File: src/rtl/spi_pkg.sv
// Shared types and helpers for the SPI mode-0 master transfer controller.
package spi_pkg;

  typedef enum logic [2:0] {
    IDLE,
    SETUP,
    SHIFT,
    HOLD,
    GAP
  } spi_state_e;

  // Counter width for a modulus of v (at least one bit).
  function automatic int unsigned cnt_width(input int unsigned v);
    return (v > 1) ? $clog2(v) : 1;
  endfunction

endpackage

File: src/rtl/spi_master_ctrl_if.sv
// Client-side start/busy/done handshake of the SPI master controller.
interface spi_master_ctrl_if #(
  parameter int unsigned DATA_WIDTH = 16
);
  logic                  start;
  logic [DATA_WIDTH-1:0] txData;
  logic                  busy;
  logic                  done;
  logic [DATA_WIDTH-1:0] rxData;

  modport master (output start, txData, input busy, done, rxData);
  modport slave  (input start, txData, output busy, done, rxData);
endinterface

File: src/rtl/spi_sclk_tick_gen.sv
// Half-period tick generator for SCLK; counter is held clear while disabled.
module spi_sclk_tick_gen
  import spi_pkg::*;
#(
  parameter int unsigned HALF_PERIOD = 20
) (
  input  logic clkIn,
  input  logic rstN,
  input  logic en,
  output logic tick
);

  localparam int unsigned CW = cnt_width(HALF_PERIOD);

  logic [CW-1:0] cnt_q, cnt_d;
  logic          tick_q, tick_d;

  // tick is registered one count early so the consumer acts exactly every HALF_PERIOD edges.
  always_comb begin
    cnt_d  = '0;
    tick_d = 1'b0;
    if (en) begin
      cnt_d  = (cnt_q == CW'(HALF_PERIOD - 1)) ? '0 : cnt_q + CW'(1);
      tick_d = (cnt_q == CW'(HALF_PERIOD - 2));
    end
  end

  always_ff @(posedge clkIn or negedge rstN) begin
    if (!rstN) begin
      cnt_q  <= '0;
      tick_q <= 1'b0;
    end else begin
      cnt_q  <= cnt_d;
      tick_q <= tick_d;
    end
  end

  assign tick = tick_q;

endmodule

File: src/rtl/spi_master_ctrl.sv
// SPI mode-0 master: one full-duplex MSB-first word per accepted start,
// with chip-select framing and a minimum deselect gap between words.
module spi_master_ctrl
  import spi_pkg::*;
#(
  parameter int unsigned FREQ_SCALE = 40,
  parameter int unsigned DATA_WIDTH = 16,
  parameter int unsigned CS_GAP     = 4
) (
  input  logic                     clkIn,
  input  logic                     rstN,
  spi_master_ctrl_if.slave         bus,
  output logic                     sclk,
  output logic                     csN,
  output logic                     mosi,
  input  logic                     miso
);

  localparam int unsigned H  = FREQ_SCALE / 2;
  localparam int unsigned BW = $clog2(DATA_WIDTH + 1);
  localparam int unsigned GW = cnt_width(CS_GAP);

  spi_state_e            state_q, state_d;
  logic [DATA_WIDTH-1:0] tx_shift_q, tx_shift_d;
  logic [DATA_WIDTH-1:0] rx_shift_q, rx_shift_d;
  logic [DATA_WIDTH-1:0] rx_data_q, rx_data_d;
  logic [BW-1:0]         bit_cnt_q, bit_cnt_d;
  logic [GW-1:0]         gap_cnt_q, gap_cnt_d;
  logic                  sclk_q, sclk_d;
  logic                  cs_n_q, cs_n_d;
  logic                  mosi_q, mosi_d;
  logic                  busy_q, busy_d;
  logic                  done_q, done_d;
  logic                  en_q, en_d;
  logic                  tick;

  spi_sclk_tick_gen #(.HALF_PERIOD(H)) u_tick (
    .clkIn (clkIn),
    .rstN  (rstN),
    .en    (en_q),
    .tick  (tick)
  );

  always_comb begin
    state_d    = state_q;
    tx_shift_d = tx_shift_q;
    rx_shift_d = rx_shift_q;
    rx_data_d  = rx_data_q;
    bit_cnt_d  = bit_cnt_q;
    gap_cnt_d  = gap_cnt_q;
    sclk_d     = sclk_q;
    cs_n_d     = cs_n_q;
    mosi_d     = mosi_q;
    busy_d     = busy_q;
    done_d     = 1'b0;
    en_d       = en_q;

    case (state_q)
      IDLE: begin
        if (bus.start) begin
          tx_shift_d = bus.txData;
          cs_n_d     = 1'b0;
          mosi_d     = bus.txData[DATA_WIDTH-1];
          busy_d     = 1'b1;
          en_d       = 1'b1;
          bit_cnt_d  = '0;
          state_d    = SETUP;
        end
      end
      SETUP: begin
        if (tick) begin
          sclk_d     = 1'b1;
          rx_shift_d = {rx_shift_q[DATA_WIDTH-2:0], miso};
          bit_cnt_d  = BW'(1);
          state_d    = SHIFT;
        end
      end
      SHIFT: begin
        if (tick) begin
          if (sclk_q) begin
            sclk_d = 1'b0;
            // Rotate so the next bit is always at DATA_WIDTH-2; the last bit stays on mosi through HOLD.
            if (bit_cnt_q < BW'(DATA_WIDTH)) begin
              mosi_d     = tx_shift_q[DATA_WIDTH-2];
              tx_shift_d = {tx_shift_q[DATA_WIDTH-2:0], tx_shift_q[DATA_WIDTH-1]};
            end else begin
              state_d = HOLD;
            end
          end else begin
            sclk_d     = 1'b1;
            rx_shift_d = {rx_shift_q[DATA_WIDTH-2:0], miso};
            bit_cnt_d  = bit_cnt_q + BW'(1);
          end
        end
      end
      HOLD: begin
        if (tick) begin
          cs_n_d    = 1'b1;
          mosi_d    = 1'b0;
          rx_data_d = rx_shift_q;
          done_d    = 1'b1;
          en_d      = 1'b0;
          gap_cnt_d = '0;
          state_d   = GAP;
        end
      end
      GAP: begin
        if (gap_cnt_q == GW'(CS_GAP - 1)) begin
          busy_d  = 1'b0;
          state_d = IDLE;
        end else begin
          gap_cnt_d = gap_cnt_q + GW'(1);
        end
      end
      default: state_d = IDLE;
    endcase
  end

  always_ff @(posedge clkIn or negedge rstN) begin
    if (!rstN) begin
      state_q    <= IDLE;
      tx_shift_q <= '0;
      rx_shift_q <= '0;
      rx_data_q  <= '0;
      bit_cnt_q  <= '0;
      gap_cnt_q  <= '0;
      sclk_q     <= 1'b0;
      cs_n_q     <= 1'b1;
      mosi_q     <= 1'b0;
      busy_q     <= 1'b0;
      done_q     <= 1'b0;
      en_q       <= 1'b0;
    end else begin
      state_q    <= state_d;
      tx_shift_q <= tx_shift_d;
      rx_shift_q <= rx_shift_d;
      rx_data_q  <= rx_data_d;
      bit_cnt_q  <= bit_cnt_d;
      gap_cnt_q  <= gap_cnt_d;
      sclk_q     <= sclk_d;
      cs_n_q     <= cs_n_d;
      mosi_q     <= mosi_d;
      busy_q     <= busy_d;
      done_q     <= done_d;
      en_q       <= en_d;
    end
  end

  assign sclk       = sclk_q;
  assign csN        = cs_n_q;
  assign mosi       = mosi_q;
  assign bus.busy   = busy_q;
  assign bus.done   = done_q;
  assign bus.rxData = rx_data_q;

endmodule

File: src/flat_wrapper.sv
// flat-port wrapper written by rule: the top's interface ports become plain ports
module spi_master_ctrl_flat import spi_pkg::*;
#(
  parameter int unsigned FREQ_SCALE = 40,
  parameter int unsigned DATA_WIDTH = 16,
  parameter int unsigned CS_GAP     = 4
)
  (clkIn, rstN, sclk, csN, mosi, miso, bus_start, bus_txData, bus_busy, bus_done, bus_rxData);
  spi_master_ctrl_if #(.DATA_WIDTH(DATA_WIDTH)) bus_i ();
  input  logic clkIn;
  input  logic rstN;
  output logic sclk;
  output logic csN;
  output logic mosi;
  input  logic miso;
  input wire logic [$bits(bus_i.start)-1:0] bus_start;
  input wire logic [$bits(bus_i.txData)-1:0] bus_txData;
  output wire logic [$bits(bus_i.busy)-1:0] bus_busy;
  output wire logic [$bits(bus_i.done)-1:0] bus_done;
  output wire logic [$bits(bus_i.rxData)-1:0] bus_rxData;
  assign bus_i.start = bus_start;
  assign bus_i.txData = bus_txData;
  assign bus_busy = bus_i.busy;
  assign bus_done = bus_i.done;
  assign bus_rxData = bus_i.rxData;
  spi_master_ctrl #(.FREQ_SCALE(FREQ_SCALE), .DATA_WIDTH(DATA_WIDTH), .CS_GAP(CS_GAP)) u_core (.clkIn(clkIn), .rstN(rstN), .bus(bus_i), .sclk(sclk), .csN(csN), .mosi(mosi), .miso(miso));
endmodule
File: config.mk
export PLATFORM = sky130hd
export DESIGN_NAME = spi_master_ctrl_flat
export DESIGN_NICKNAME = d
export VERILOG_FILES = /design/src/rtl/spi_pkg.sv /design/src/rtl/spi_master_ctrl_if.sv /design/src/rtl/spi_sclk_tick_gen.sv /design/src/rtl/spi_master_ctrl.sv /design/src/flat_wrapper.sv
export SDC_FILE = /design/constraint.sdc
export NUM_CORES = 1
export LEC_CHECK = 0
export BUFFER_PORTS_ARGS = -buffer_cell sky130_fd_sc_hd__buf_2
export CAP_MARGIN = 20
export CORE_ASPECT_RATIO = 1.4
export CORE_UTILIZATION = 25
export DETAILED_ROUTE_END_ITERATION = 6
export GPL_TIMING_DRIVEN = 0
export PLACE_DENSITY = 0.4
export SLEW_MARGIN = 10
export SYNTH_ARGS = -nofsm -noshare
export SYNTH_HDL_FRONTEND = slang
export SYNTH_SLANG_ARGS = --single-unit
File: constraint.sdc
create_clock -name clkIn -period 2.1 [get_ports clkIn]
set_clock_uncertainty 0.15 [all_clocks]
set_input_delay 0.42 -clock clkIn [delete_from_list [all_inputs] [get_ports clkIn]]
set_output_delay 0.42 -clock clkIn [all_outputs]
set_load 0.005 [all_outputs]
* Word-level counts from Yosys, hierarchy flattened *
Cells that the tools add are included.

cells by class
  reductions and logical operators = 18
  magnitude comparators = 1
  add/sub/neg operators = 3
  div/mod/pow operators = 0
  equality and inequality tests = 17
  multiply operators = 0
  shift operators = 0
  bitwise logic cells = 0
  mux-type cells = 46

operators with widths
  cell                                                   number
  2-to-1 mux 16 bit                                      7
  case mux 16 bit (2 select lines)                       2
  2-to-1 mux 5 bit                                       6
  2-to-1 mux 3 bit                                       7
  case mux 3 bit (5 select lines)                        1
  case mux 5 bit (3 select lines)                        1
  2-to-1 mux 1 bit                                       14
  inequality test 2 bit, second input constant           7
  AND reduction 3 bit                                    4
  adder 5 x 1 -> 5 bit, second input constant            2
  equality test 5 bit, second input constant             2
  AND reduction 5 bit                                    2
  nonzero test 2 bit                                     5
  case mux 1 bit (2 select lines)                        4
  AND reduction 7 bit                                    1
  equality test 3 x 2 -> 1 bit, second input constant    2
  inequality test 2 x 1 -> 1 bit, second input constant  3
  AND reduction 6 bit                                    1
  nonzero test 3 bit                                     2
  < comparator 5 bit, second input constant              1
  2-to-1 mux 2 bit                                       2
  case mux 2 bit (2 select lines)                        1
  AND reduction 4 bit                                    1
  equality test 3 x 1 -> 1 bit, second input constant    1
  other kinds (6)                                        6

word-level totals
  bits in latches = 0
  output and inout port bits = 21
  bits in writable memories = 0
  memories = 0
  flip-flop bits (word level) = 70
  bits in read-only memories = 0

* Logic depth before layout (Yosys ltp) *
Gate-level depths: netlist of run 1.

  depth in word-level cells = 5
  mapped depth = 6
  gate-level depth less buffers = 4

* Modules after synthesis *
Synthesis of run 1 repeated with hierarchy kept, for this count alone.

second synthesis, totals
  cell total of the unflattened synthesis = 235
  area total of the unflattened synthesis = 3201.8 µm²

by module, submodules not included
  module             instances  cells each  area each (µm²)
  spi_master_ctrl    1          209         2911.5
  spi_sclk_tick_gen  1          26          290.3

* Worst setup path after synthesis of run 1 *
OpenSTA, ideal clock, no wires.

  kind = register to register
  from = register u_core.state_q[0]
  to = register u_core.tx_shift_q[10]
  clock period less this slack = 1.742 ns
  data required time = 1.825 ns
  path slack = 0.358 ns
  arrival = 1.467 ns
  buffers on the path = 2
  library setup time = 0.125 ns
  stages on the path, launching flop included = 6
  path through = dfrtp_1 > buf_4 > or2_1 > a21oi_4 > buf_12 > mux2_4

between the ends
  longest elaborated chain between the ends = 3
  elaborated cells between the ends (all ways) = 9
  those cells by class = eq/ne (5); mux (1); reduce/logical (3)

RTL lines
  element                                                           line                    text
  start, declared                                                   spi_master_ctrl.sv:23   spi_state_e state_q, state_d;
  start signal, assigned                                            spi_master_ctrl.sv:134  state_q <= state_d;
  equality test 3 x 2 -> 1 bit or zero test 3 bit (tied branches)   spi_master_ctrl.sv:58   case (state_q)
  inequality test 2 x 1 -> 1 bit (no line) (tied with other cells)  --
  AND reduction 5 bit (no line)                                     --
  end signal, assigned                                              spi_master_ctrl.sv:135  tx_shift_q <= tx_shift_d;
  end, declared                                                     spi_master_ctrl.sv:24   logic [DATA_WIDTH-1:0] tx_shift_q, tx_shift_d;

Parallel ways exist; a longest one is shown, timed or not.
A chain may end at the register's enable or synchronous reset.

* Worst setup path after layout of run 1 *
  from = register u_core.state_q[1]
  to = register u_core.tx_shift_q[8]

Same word-level chain as after synthesis.

==> results of run 1 <==
## layout by cell type, fill, tap and decap left out, types with 2 or more instances in the layout
| master | count |
|---|---|
| or3b_2 | 2 |
| mux2i_1 | 4 |
| dfrtp_1 | 69 |
| nand3b_1 | 2 |
| a21boi_0 | 2 |
| nor2b_1 | 8 |
| o21ai_0 | 11 |
| mux2_4 | 8 |
| clkinv_2 | 3 |
| inv_1 | 13 |
| buf_2 | 45 |
| a21oi_1 | 8 |
| mux2_2 | 54 |
| nand3_1 | 5 |
| nand2b_1 | 3 |
| buf_4 | 7 |
| nand4b_1 | 3 |
| ha_1 | 4 |
| clkbuf_16 | 9 |
| clkbuf_8 | 2 |
| and3_1 | 3 |
| nand2_1 | 9 |
| o211ai_1 | 2 |
| a31oi_1 | 3 |
| nand4_1 | 2 |
## cell families (layout without fill, tap and decap cells)
family,after synthesis,in the layout,share of synthesized area (%)
flip-flops,70,70,53.53
multiplexers,66,66,23.46
buffers and inverters,27,85,4.547
adder cells (fa/ha/maj),4,4,1.529
AND/OR/NAND/NOR,46,46,9.095
AO/OA/AOI/OAI,35,35,7.566
XOR/XNOR,1,1,0.2675
## cell type report
type | count | area share (%)
flip-flops and latches | 70 | 43.74
multi-input cells | 152 | 34.25
clock buffers | 12 | 6.400
repair buffers | 42 | 5.994
well taps | 153 | 4.777
plain buffers | 14 | 2.498
inverters | 13 | 1.218
clock inverters | 4 | 1.124
## repair_timing
action / CTS / global route
endpoints found under the setup margin: 0 / 0
endpoints found under the hold margin: 25 / 0
hold buffers: 1 / 0
buffers inserted: 0 / 0
## synthesized netlist by cell type, drive strengths merged, types with 2 or more instances
| cell type | number | area [um^2] |
|---|---|---|
| mux2 | 62 | 728.2 |
| nand3 | 5 | 25.02 |
| o211ai | 2 | 15.01 |
| nand3b | 2 | 15.01 |
| a31oi | 4 | 40.04 |
| mux2i | 4 | 40.04 |
| or3b | 2 | 17.52 |
| nand4 | 2 | 12.51 |
| and3 | 3 | 18.77 |
| nand2 | 9 | 33.78 |
| inv | 13 | 48.80 |
| a21oi | 9 | 56.31 |
| nand2b | 3 | 18.77 |
| nor2b | 8 | 50.05 |
| nand4b | 3 | 26.28 |
| a21boi | 2 | 15.01 |
| dfrtp | 69 | 1727 |
| buf | 13 | 95.09 |
| nor3b | 2 | 26.28 |
| o21ai | 12 | 71.32 |
| ha | 4 | 50.05 |
## power breakdown
part / leakage (nW) / switching, mW / internal [mW]
Combinational: 0.890 / 0.0941 / 0.137
Sequential: 0.897 / 0.0424 / 1.42
Clock: 0.152 / 0.544 / 0.978
## final timing paths
| check | to | from |
|---|---|---|
| max | u_core.tx_shift_q[8] | u_core.state_q[1] |
| min | u_core.rx_shift_q[0] | miso |
| min reg2reg | u_core.bus.rxData[7] | u_core.bus.rxData[7] |
| max reg2reg | u_core.tx_shift_q[8] | u_core.state_q[1] |
| min in group asynchronous | u_core.state_q[0] | rstN |
| max in group asynchronous | u_core.csN | rstN |
## state kept, by name, summed over array words and instances, names as in the netlist
signal and flops:
u_core.state_q 3, u_core.u_tick.cnt_q 5, u_core.bit_cnt_q 5, u_core.bus.busy 1
u_core.bus.done 1, u_core.tx_shift_q 16, u_core.sclk 1, u_core.bus.rxData 16
u_core.u_tick.tick 1, u_core.csN 1, u_core.mosi 1, u_core.gap_cnt_q 2
u_core.rx_shift_q 16, u_core.en_q 1
## stage by stage
step,hold WS (ps),power (mW),util (%)
2_1_floorplan,-25.59,1.622,-
3_3_place_gp,334.7,1.709,28.61
3_5_place_dp,219.9,1.719,28.84
4_1_cts,174.6,3.275,31.28
5_1_grt,179.2,3.372,31.28
6_report,186.5,3.211,31.28
## routing by layer
layer  global-route usage, %  routed length [um]  up-vias
met5                       0                   0        -
met4                   5.887                 190        0
met3                   3.095                 329       15
met2                   19.09                3464       54
met1                   13.67                2901     1074
li1                        -                   -      994
## worst reg2reg max path, cell delays in order (launching register included)
cell and delay, ps:
dfrtp_1 400, buf_4 180, nand2b_1 210, a21oi_4 340, buf_12 200, mux2_4 310
==> run_results.csv, run 1 <==
group,metric,value,unit
yosys,ys_seq_area_share,53.53,%
cts,cts_resized,0,
yosys,synth.avg_cell_area,13.15,um^2
cells_and_area,seq_area,1753,um^2
drt,vias,2137,
flow_run,max_cap_viol_count,0,
placement,gp_congestion,0.7560,
timing,rsz0062_at_grt,"false",
timing,min_period,1916,ps
cells_and_area,layout-drive-gt1-share,45.60,%
die,row_count,49,
timing,setup_viol,0,
global_route,grt_pass1_vias,2293,
cts,clock_sinks,70,
timing,finalWorstSetupSlack,184.1,ps
yosys,async_flop_share,100.0,%
cts,cts_tree,"yes",
cells_and_area,nFillCells,1295,
worst_setup_path,max_stage_delay,400,ps
worst_setup_path,critPathTopFamily,"flip-flops",
cells_and_area,syn_to_final_growth,22.39,%
yosys,synth_edf_count,0,
timing,slew_headroom,61.23,%
yosys,synth.net_count,273,
cts,clk_pin_slew,50,ps
worst_setup_path,critical_path_required,2150,ps
cts,clockBufferDepth,2,
placement,dp_hpwl,4885,um
worst_setup_path,worstPathArrival,1970,ps
cts,htree_levels,3,
timing,clock.fmax,522.0,MHz
worst_setup_path,cp.depth,5,
global_route,grt_overflow_total,0,
drt,drt_iter0_markers,67,
run_status,outcome,"finished, final reports clean",
yosys,syn-instance-count,249,
placement,port_buffers,40,
die,ios,41,
placement,dp_cells,443,
timing,tightestPinTransition,580.3,ps
global_route,antenna_found_initial,0,
timing,hold_violations,0,
drt,drc,0,
die,coreArea,12810,um^2
worst_setup_path,crit_fanout,10,
power,leakage,1.940,nW
placement,post-place-ws,167.4,ps
cts,clkLatencyLatePin,330,ps
global_route,grt_first_pass_wirelength,11940,um
min_path,holdCritPathClass,"in -> reg",
yosys,ys_ff_latch,70,
die,die_w,98.73,um
drt,drt-wirelength-per-cell,14.97,um
yosys,yosysWarnings,0,
worst_setup_path,worst_setup_path_start_kind,"register",
yosys,syn_area,3274,um^2
cells_and_area,fin_nets,326,
cells_and_area,diodes,0,
cells_and_area,multi_input_area,1373,um^2
worst_setup_path,ff2ff_setup_slack,180,ps
power,irDropWorstVdd,0.0004169,V
yosys,synth_ff_type,"dfrtp_1",
power,power_density,801.3,nW/um^2
worst_setup_path,slowest_stage,"dfrtp_1",
cts,root_buffer,"clkbuf_16",
worst_setup_path,ff2ff_path_depth,5,
global_route,grt_max_degree,46,
drt,via_per_inst,4.646,
timing,period_share,91.23,%
cells_and_area,postLayoutCellArea,4008,um^2
die,die_h,137.4,um
timing,setup_tns,0,ps
placement,place_area,3696,um^2
yosys,synth_cell_type_count,44,
worst_setup_path,path_cells,"buf_4 > nand2b_1 > a21oi_4 > buf_12 > mux2_4",
worst_setup_path,critPathKind,"reg -> reg",
worst_setup_path,cp-end-kind,"register",
timing,report.final.slew_viol_count,0,
worst_setup_path,cp_num_buf_inv,2,
die,initial_core_util,25.55,%
drt,ant_nets,0,
drt,totalWireLength,6885,um
cts,cts_buffers,9,
die,die_area,13570,um^2
global_route,grt_usage,11.49,%
min_path,whs_path_depth,2,
drt,firstDrtPassIters,5,
cells_and_area,instances_no_fill,460,
No activity file was read; power rests on OpenSTA's default activity.
==> run 2, diff against run 1 <==
Settings changed: SYNTH_HIERARCHICAL set to 1.
==> run 2 against run 1 <==
  * The run now ends with DRC left
  * Critical path depth down 1
  * Final cell count down 2.8%
  * Cell area about the same
  * Setup slack worse by 35 ps
  * Sequential power down 5%
  * Highest routed layer unchanged
==> run_results.csv, run 2 <==
group,metric,value,unit
yosys,yosys.cell_count.top_type,"dfrtp_1",
drt,vias,1973,
cells_and_area,final_core_util,32.23,%
yosys,synth-compound-area-share,6.252,%
worst_setup_path,worst_setup_path_start_kind,"register",
power,switchingPower,0.6464,mW
yosys,synth_top_family_by_area,"multiplexers",
power,p_clk_share,53.2,%
timing,min_period,1951,ps
yosys,syn_area,3202,um^2
cells_and_area,nFillCells,1271,
yosys,yosys-top-cells-count,"dfrtp_1 (69), mux2_2 (56), nand2b_1 (10), mux2_4 (9), nand2_1 (8)",
die,coreArea,12430,um^2
drt,totalWireLength,6202,um
cells_and_area,instances_no_fill,447,
worst_setup_path,max_stage_delay,580,ps
cells_and_area,syn_to_final_growth,25.13,%
yosys,synth_xor_area_share,0.5471,%
run_status,violations,"DRC",
timing,slew_headroom,69.74,%
drt,drt_iter0_markers,84,
worst_setup_path,ff2ff_path_depth,4,
global_route,grt_overflow_total,0,
die,die_h,135.9,um
yosys,syn-instance-count,235,
placement,dp_cells,426,
yosys,netlist_top_cells_area,"dfrtp_1 (54%), mux2_2 (20%), mux2_4 (4.2%)",
cts,clkLatencyLatePin,330,ps
global_route,grt_usage,10.39,%
drt,via_per_inst,4.414,
global_route,antenna_found_initial,0,
timing,tightestPinTransition,453.9,ps
power,p_seq_share,43.8,%
min_path,holdCritStartpoint,"miso",
worst_setup_path,cp_num_buf_inv,1,
run_status,outcome,"finished with violations",
cells_and_area,layout-drive-gt1-share,48.48,%
power,irDropWorstVdd,0.0004375,V
worst_setup_path,slowest_stage,"or4b_4",
placement,gp_congestion,0.6439,
die,die_area,13270,um^2
cells_and_area,diodes,0,
worst_setup_path,cp-end-kind,"register",
yosys,synth.net_count,259,
cells_and_area,layout_commonest_cell,"dfrtp_1",
worst_setup_path,ff2ff_setup_slack,150,ps
placement,place_area,3620,um^2
power,power_density,784.6,nW/um^2
power,switching_share,20.56,%
die,row_count,48,
placement,dp_hpwl,4209,um
die,die_w,97.65,um
cts,clk_pin_slew,60,ps
worst_setup_path,critPathKind,"reg -> reg",
yosys,yosysWarnings,6,
min_path,holdCritPathClass,"in -> reg",
drt,drc,12,
cells_and_area,postLayoutCellArea,4006,um^2
cts,cts_buffers,9,
power,cellInternalPower,2.497,mW
flow_run,max_cap_viol_count,0,
placement,port_buffers,40,
cells_and_area,final_cell_mix,"dfrtp_1 (69), mux2_2 (56), buf_2 (44)",
die,ios,41,
cts,clockBufferDepth,2,
timing,hold_violations,0,
drt,ant_nets,0,
global_route,grt_first_pass_wirelength,10770,um
drt,firstDrtPassIters,6,
worst_setup_path,reg2reg_to,"u_core/tx_shift_q[0]",
timing,finalWorstSetupSlack,149.1,ps
worst_setup_path,cp.depth,4,
worst_setup_path,critPathTopFamily,"simple AND/OR/NAND/NOR gates",
yosys,ys_ff_latch,70,
yosys,synth_adder_area_share,1.563,%
worst_setup_path,worstPathArrival,2010,ps
die,initial_core_util,25.75,%
worst_setup_path,worstSetupStartpoint,"u_core/state_q[2]",
worst_setup_path,crit_path_end,"u_core/tx_shift_q[0]",
timing,setup_viol,0,
timing,rsz0062_at_grt,"false",
yosys,synth.top_cell.area_share,53.93,%
yosys,async_flop_share,100.0,%
cells_and_area,fin_nets,316,
yosys,synth.avg_cell_area,13.62,um^2
worst_setup_path,critical_path_required,2160,ps
power,leakage,1.964,nW
timing,clock.fmax,512.6,MHz
cts,htree_levels,3,
global_route,grt_max_degree,43,
worst_setup_path,path_cells,"or4b_4 > o31ai_4 > buf_4 > mux2_2",
timing,report.final.slew_viol_count,0,
yosys,yosys.area_share.simple,8.949,%
power,comb_power_share,3.0,%
placement,post-place-ws,63.99,ps
yosys,synth_edf_count,0,
power,p_total,3.143,mW
global_route,grt_pass1_vias,2125,
cts,clock_sinks,70,
timing,period_share,92.90,%
worst_setup_path,rr_startpoint,"u_core/state_q[2]",
yosys,ys_seq_area_share,54.75,%
worst_setup_path,crit_fanout,6,
drt,drt-wirelength-per-cell,13.87,um
yosys,synth_cell_type_count,41,
yosys,synth_top_area_cell,"dfrtp_1",
cts,root_buffer,"clkbuf_16",
cts,cts_tree,"yes",
yosys,synth_ff_type,"dfrtp_1",
yosys,synth.mux.area_fraction,24.85,%
==> run 2: changes by cell type in the layout (fill, tap and decap cells not counted), sizes merged, moves of 3 or more <==
| cell | before | now |
|---|---|---|
| nand2b | 3 | 10 |
| inv | 13 | 8 |
| o21ai | 12 | 7 |
| nand3 | 5 | 1 |
| nor2 | 0 | 4 |
| mux2 | 62 | 65 |
==> run 2: metal layers <==
layer / GRT usage [%] / wire length, um / part of all wire, % / vias up
li1: - / - / - / 948
met1: 12.60 / 2906 / 47 / 975
met2: 17.02 / 2893 / 47 / 45
met3: 3.496 / 326 / 5.3 / 5
met4: 4.040 / 76 / 1.2 / 0
met5: 0 / 0 / 0 / -
==> run 2: kinds of logic (layout without fill, tap and decap cells) <==
kind of cell	Yosys count	after routing
xor gates and xnor gates	2	2
muxes	68	68
buffers and inverters	18	80
adders and majority gates	4	4
AOI/OAI and AO/OA	29	29
and+or+nand+nor	44	44
DFF	70	70
==> run 2: worst min path at each step <==
stage / to / cells after the start
floorplan: u_core/bit_cnt_q[0] / 0
global placement: u_core/bit_cnt_q[3] / 1
detailed placement: u_core/tx_shift_q[0] / 1
CTS: u_core/rx_shift_q[0] / 2
global route: u_core/rx_shift_q[0] / 2
finish: u_core/rx_shift_q[0] / 2
==> run 2: metrics by stage <==
| step | hold WS, ps | setup TNS, ps |
|---|---|---|
| after detailed placement | 239.3 | 0 |
| after floorplan | -25.59 | 0 |
| final | 174.0 | 0 |
| after CTS | 161.9 | 0 |
| after global placement | 312.8 | -5145 |
| after global routing | 160.4 | 0 |
==> run 2: cell type report <==
| type | count | area, um^2 | share of cell area [%] |
|---|---|---|---|
| buffer | 11 | 75.07 | 1.874 |
| clock buffer | 10 | 239.0 | 5.965 |
| clock inverter | 6 | 92.59 | 2.311 |
| inverter | 7 | 26.28 | 0.6558 |
| multi-input combinational | 147 | 1363 | 34.01 |
| sequential | 70 | 1753 | 43.75 |
| tap | 150 | 187.7 | 4.685 |
| timing repair buffer | 46 | 270.3 | 6.746 |
==> run 2: power groups by stage <==
stage | combinational, mW | clock, mW | sequential, mW
detailed placement | 0.0965 | 0 | 1.40
CTS | 0.0987 | 1.73 | 1.38
floorplan | 0.0377 | 0 | 1.40
global route | 0.108 | 1.79 | 1.38
finish | 0.0943 | 1.67 | 1.38
global placement | 0.0897 | 0 | 1.40
==> run 2: what timing repair did <==
item / 4_1_cts / 5_1_grt
buffers inserted: 0 / 4
endpoints found under the setup margin: 0 / 27
hold endpoints to repair: 27 / 0
resized for setup: 0 / 3
hold buffers: 1 / 0
==> run 2: worst register-to-register path: stages (launching register included) <==
cell and delay [ps]:
dfrtp_1 440, or4b_4 580, o31ai_4 120, buf_4 210
mux2_2 330
==> run 3, diff against run 2 <==
Settings changed: PLACE_DENSITY 0.4 to 0.5.
==> run 3 against run 2 <==
  * The flow still finishes with violations (DRC)
  * Core utilization down 0.17 points
  * Clock power about the same
  * Sequential share of layout area up 0.23 points
  * Global-route usage down 0.57 points
  * Non-clock buffer count down 4
  * Final cell count down 0.89%
  * Die area unchanged
  * Combinational power down 1%
  * Critical path depth up 1
  * Sequential power about the same
  * Largest power group unchanged
==> run_results.csv, run 3 (synthesis gave the netlist of run 2 again) <==
group,metric,value,unit
cts,htree_levels,3,
cells_and_area,layout-drive-gt1-share,47.44,%
cts,cts_buffers,9,
die,row_count,48,
placement,dp_cells,426,
worst_setup_path,worstPathArrival,2060,ps
timing,report.final.slew_viol_count,0,
cells_and_area,final_core_util,32.06,%
cells_and_area,diodes,0,
placement,gp_congestion,0.7020,
cells_and_area,syn_to_final_growth,24.46,%
worst_setup_path,critical_path_required,2160,ps
global_route,grt_max_degree,52,
timing,slew_headroom,64.77,%
run_status,outcome,"finished with violations",
worst_setup_path,worst_setup_path_start_kind,"register",
worst_setup_path,crit_fanout,10,
worst_setup_path,cp-end-kind,"register",
drt,drc,7,
cells_and_area,instances_no_fill,443,
timing,setup_viol,0,
drt,via_per_inst,4.451,
drt,ant_nets,0,
die,die_w,97.65,um
cells_and_area,final_cell_mix,"dfrtp_1 (69), mux2_2 (56), buf_2 (43)",
cells_and_area,layout_commonest_cell,"dfrtp_1",
power,leakage,1.951,nW
cts,clkLatencyLatePin,320,ps
drt,totalWireLength,5927,um
power,irDropWorstVdd,0.0004982,V
global_route,antenna_found_initial,0,
drt,drt-wirelength-per-cell,13.38,um
timing,rsz0062_at_grt,"false",
timing,min_period,2000,ps
global_route,grt_pass1_vias,2112,
min_path,holdCritPathClass,"in -> reg",
die,die_h,135.9,um
cts,root_buffer,"clkbuf_16",
die,die_area,13270,um^2
drt,firstDrtPassIters,6,
global_route,grt_overflow_total,0,
die,coreArea,12430,um^2
drt,drt_iter0_markers,49,
placement,dp_hpwl,4054,um
placement,port_buffers,40,
timing,tightestPinTransition,528.5,ps
flow_run,max_cap_viol_count,0,
timing,clock.fmax,499.9,MHz
timing,holdWs,187.1,ps
timing,period_share,95.26,%
drt,vias,1972,
worst_setup_path,critPathKind,"reg -> reg",
cts,cts_tree,"yes",
timing,hold_violations,0,
die,ios,41,
cts,clock_sinks,70,
cts,clockBufferDepth,2,
cts,clk_pin_slew,50,ps
power,power_density,796.3,nW/um^2
run_status,violations,"DRC",
global_route,grt_first_pass_wirelength,10290,um
timing,setup_tns,0,ps
cells_and_area,fin_nets,312,
cells_and_area,nFillCells,1250,
global_route,grt_usage,9.827,%
placement,place_area,3620,um^2
die,initial_core_util,25.75,%
cells_and_area,postLayoutCellArea,3985,um^2
-- run 3: cell types whose count changed in the layout (fill, tap and decap cells not counted) --
cell / delta
clkbuf_4: +1
buf_4: -4
nor3b_1: +1
buf_2: -1
nor3b_2: -1
clkinv_4: -1
clkbuf_8: +2
clkinvlp_4: -1
-- run 3: final cells by class --
| class | count | area, um^2 | area share (%) |
|---|---|---|---|
| buffer | 11 | 77.57 | 1.947 |
| clock buffer | 12 | 266.5 | 6.688 |
| clock inverter | 4 | 76.32 | 1.915 |
| inverter | 7 | 26.28 | 0.6593 |
| multi-input combinational | 147 | 1358 | 34.07 |
| sequential | 70 | 1753 | 43.99 |
| tap | 150 | 187.7 | 4.710 |
| timing repair buffer | 42 | 240.2 | 6.028 |
-- run 3: what timing repair did --
action / CTS / global route
resized for setup: 0 / 3
hold endpoints to repair: 19 / 0
hold buffers: 1 / 0
buffers inserted: 0 / 0
endpoints found under the setup margin: 0 / 10
-- run 3: through the flow --
stage	power, mW	setup WS (ps)
6_report	3.173	99.63
5_1_grt	3.287	7.378
4_1_cts	3.231	63.00
3_5_place_dp	1.498	63.51
3_3_place_gp	1.490	8.518
2_1_floorplan	1.437	229.4
-- run 3: where the power goes --
group	internal (mW)	switching, mW	total (mW)
logic	0.0514	0.0420	0.0934
registers	1.37	0.00995	1.38
clock network	1.14	0.561	1.70
total	2.56	0.613	3.17
-- run 3: worst max-delay path, cell delays in order, from the launching register on --
cell,delay (ps)
dfrtp_1,370
buf_6,140
nor3b_1,300
clkbuf_4,300
mux2_2,370
mux2_2,260
-- run 3: routing by layer --
layer | GRT usage, % | vias to the layer above | part of all wire [%]
met5 | 0 | - | 0
met4 | 4.377 | 0 | 1.8
met3 | 2.828 | 10 | 5.5
met2 | 15.96 | 37 | 47
met1 | 12.12 | 983 | 46
li1 | - | 942 | -
-- run 3: path summary, 6_finish.rpt --
path                                    endpoint  slack, ps                 from  depth (start not counted)
setup / recovery           u_core/tx_shift_q[15]        100    u_core/state_q[0]                          5
hold / removal              u_core/rx_shift_q[0]        190                 miso                          2
setup reg to reg           u_core/tx_shift_q[15]        100    u_core/state_q[0]                          5
hold reg to reg              u_core/bit_cnt_q[3]        350  u_core/bit_cnt_q[3]                          1
max in group asynchronous             u_core/csN        830                 rstN                          3
min in group asynchronous   u_core/bus.rxData[7]        370                 rstN                          2
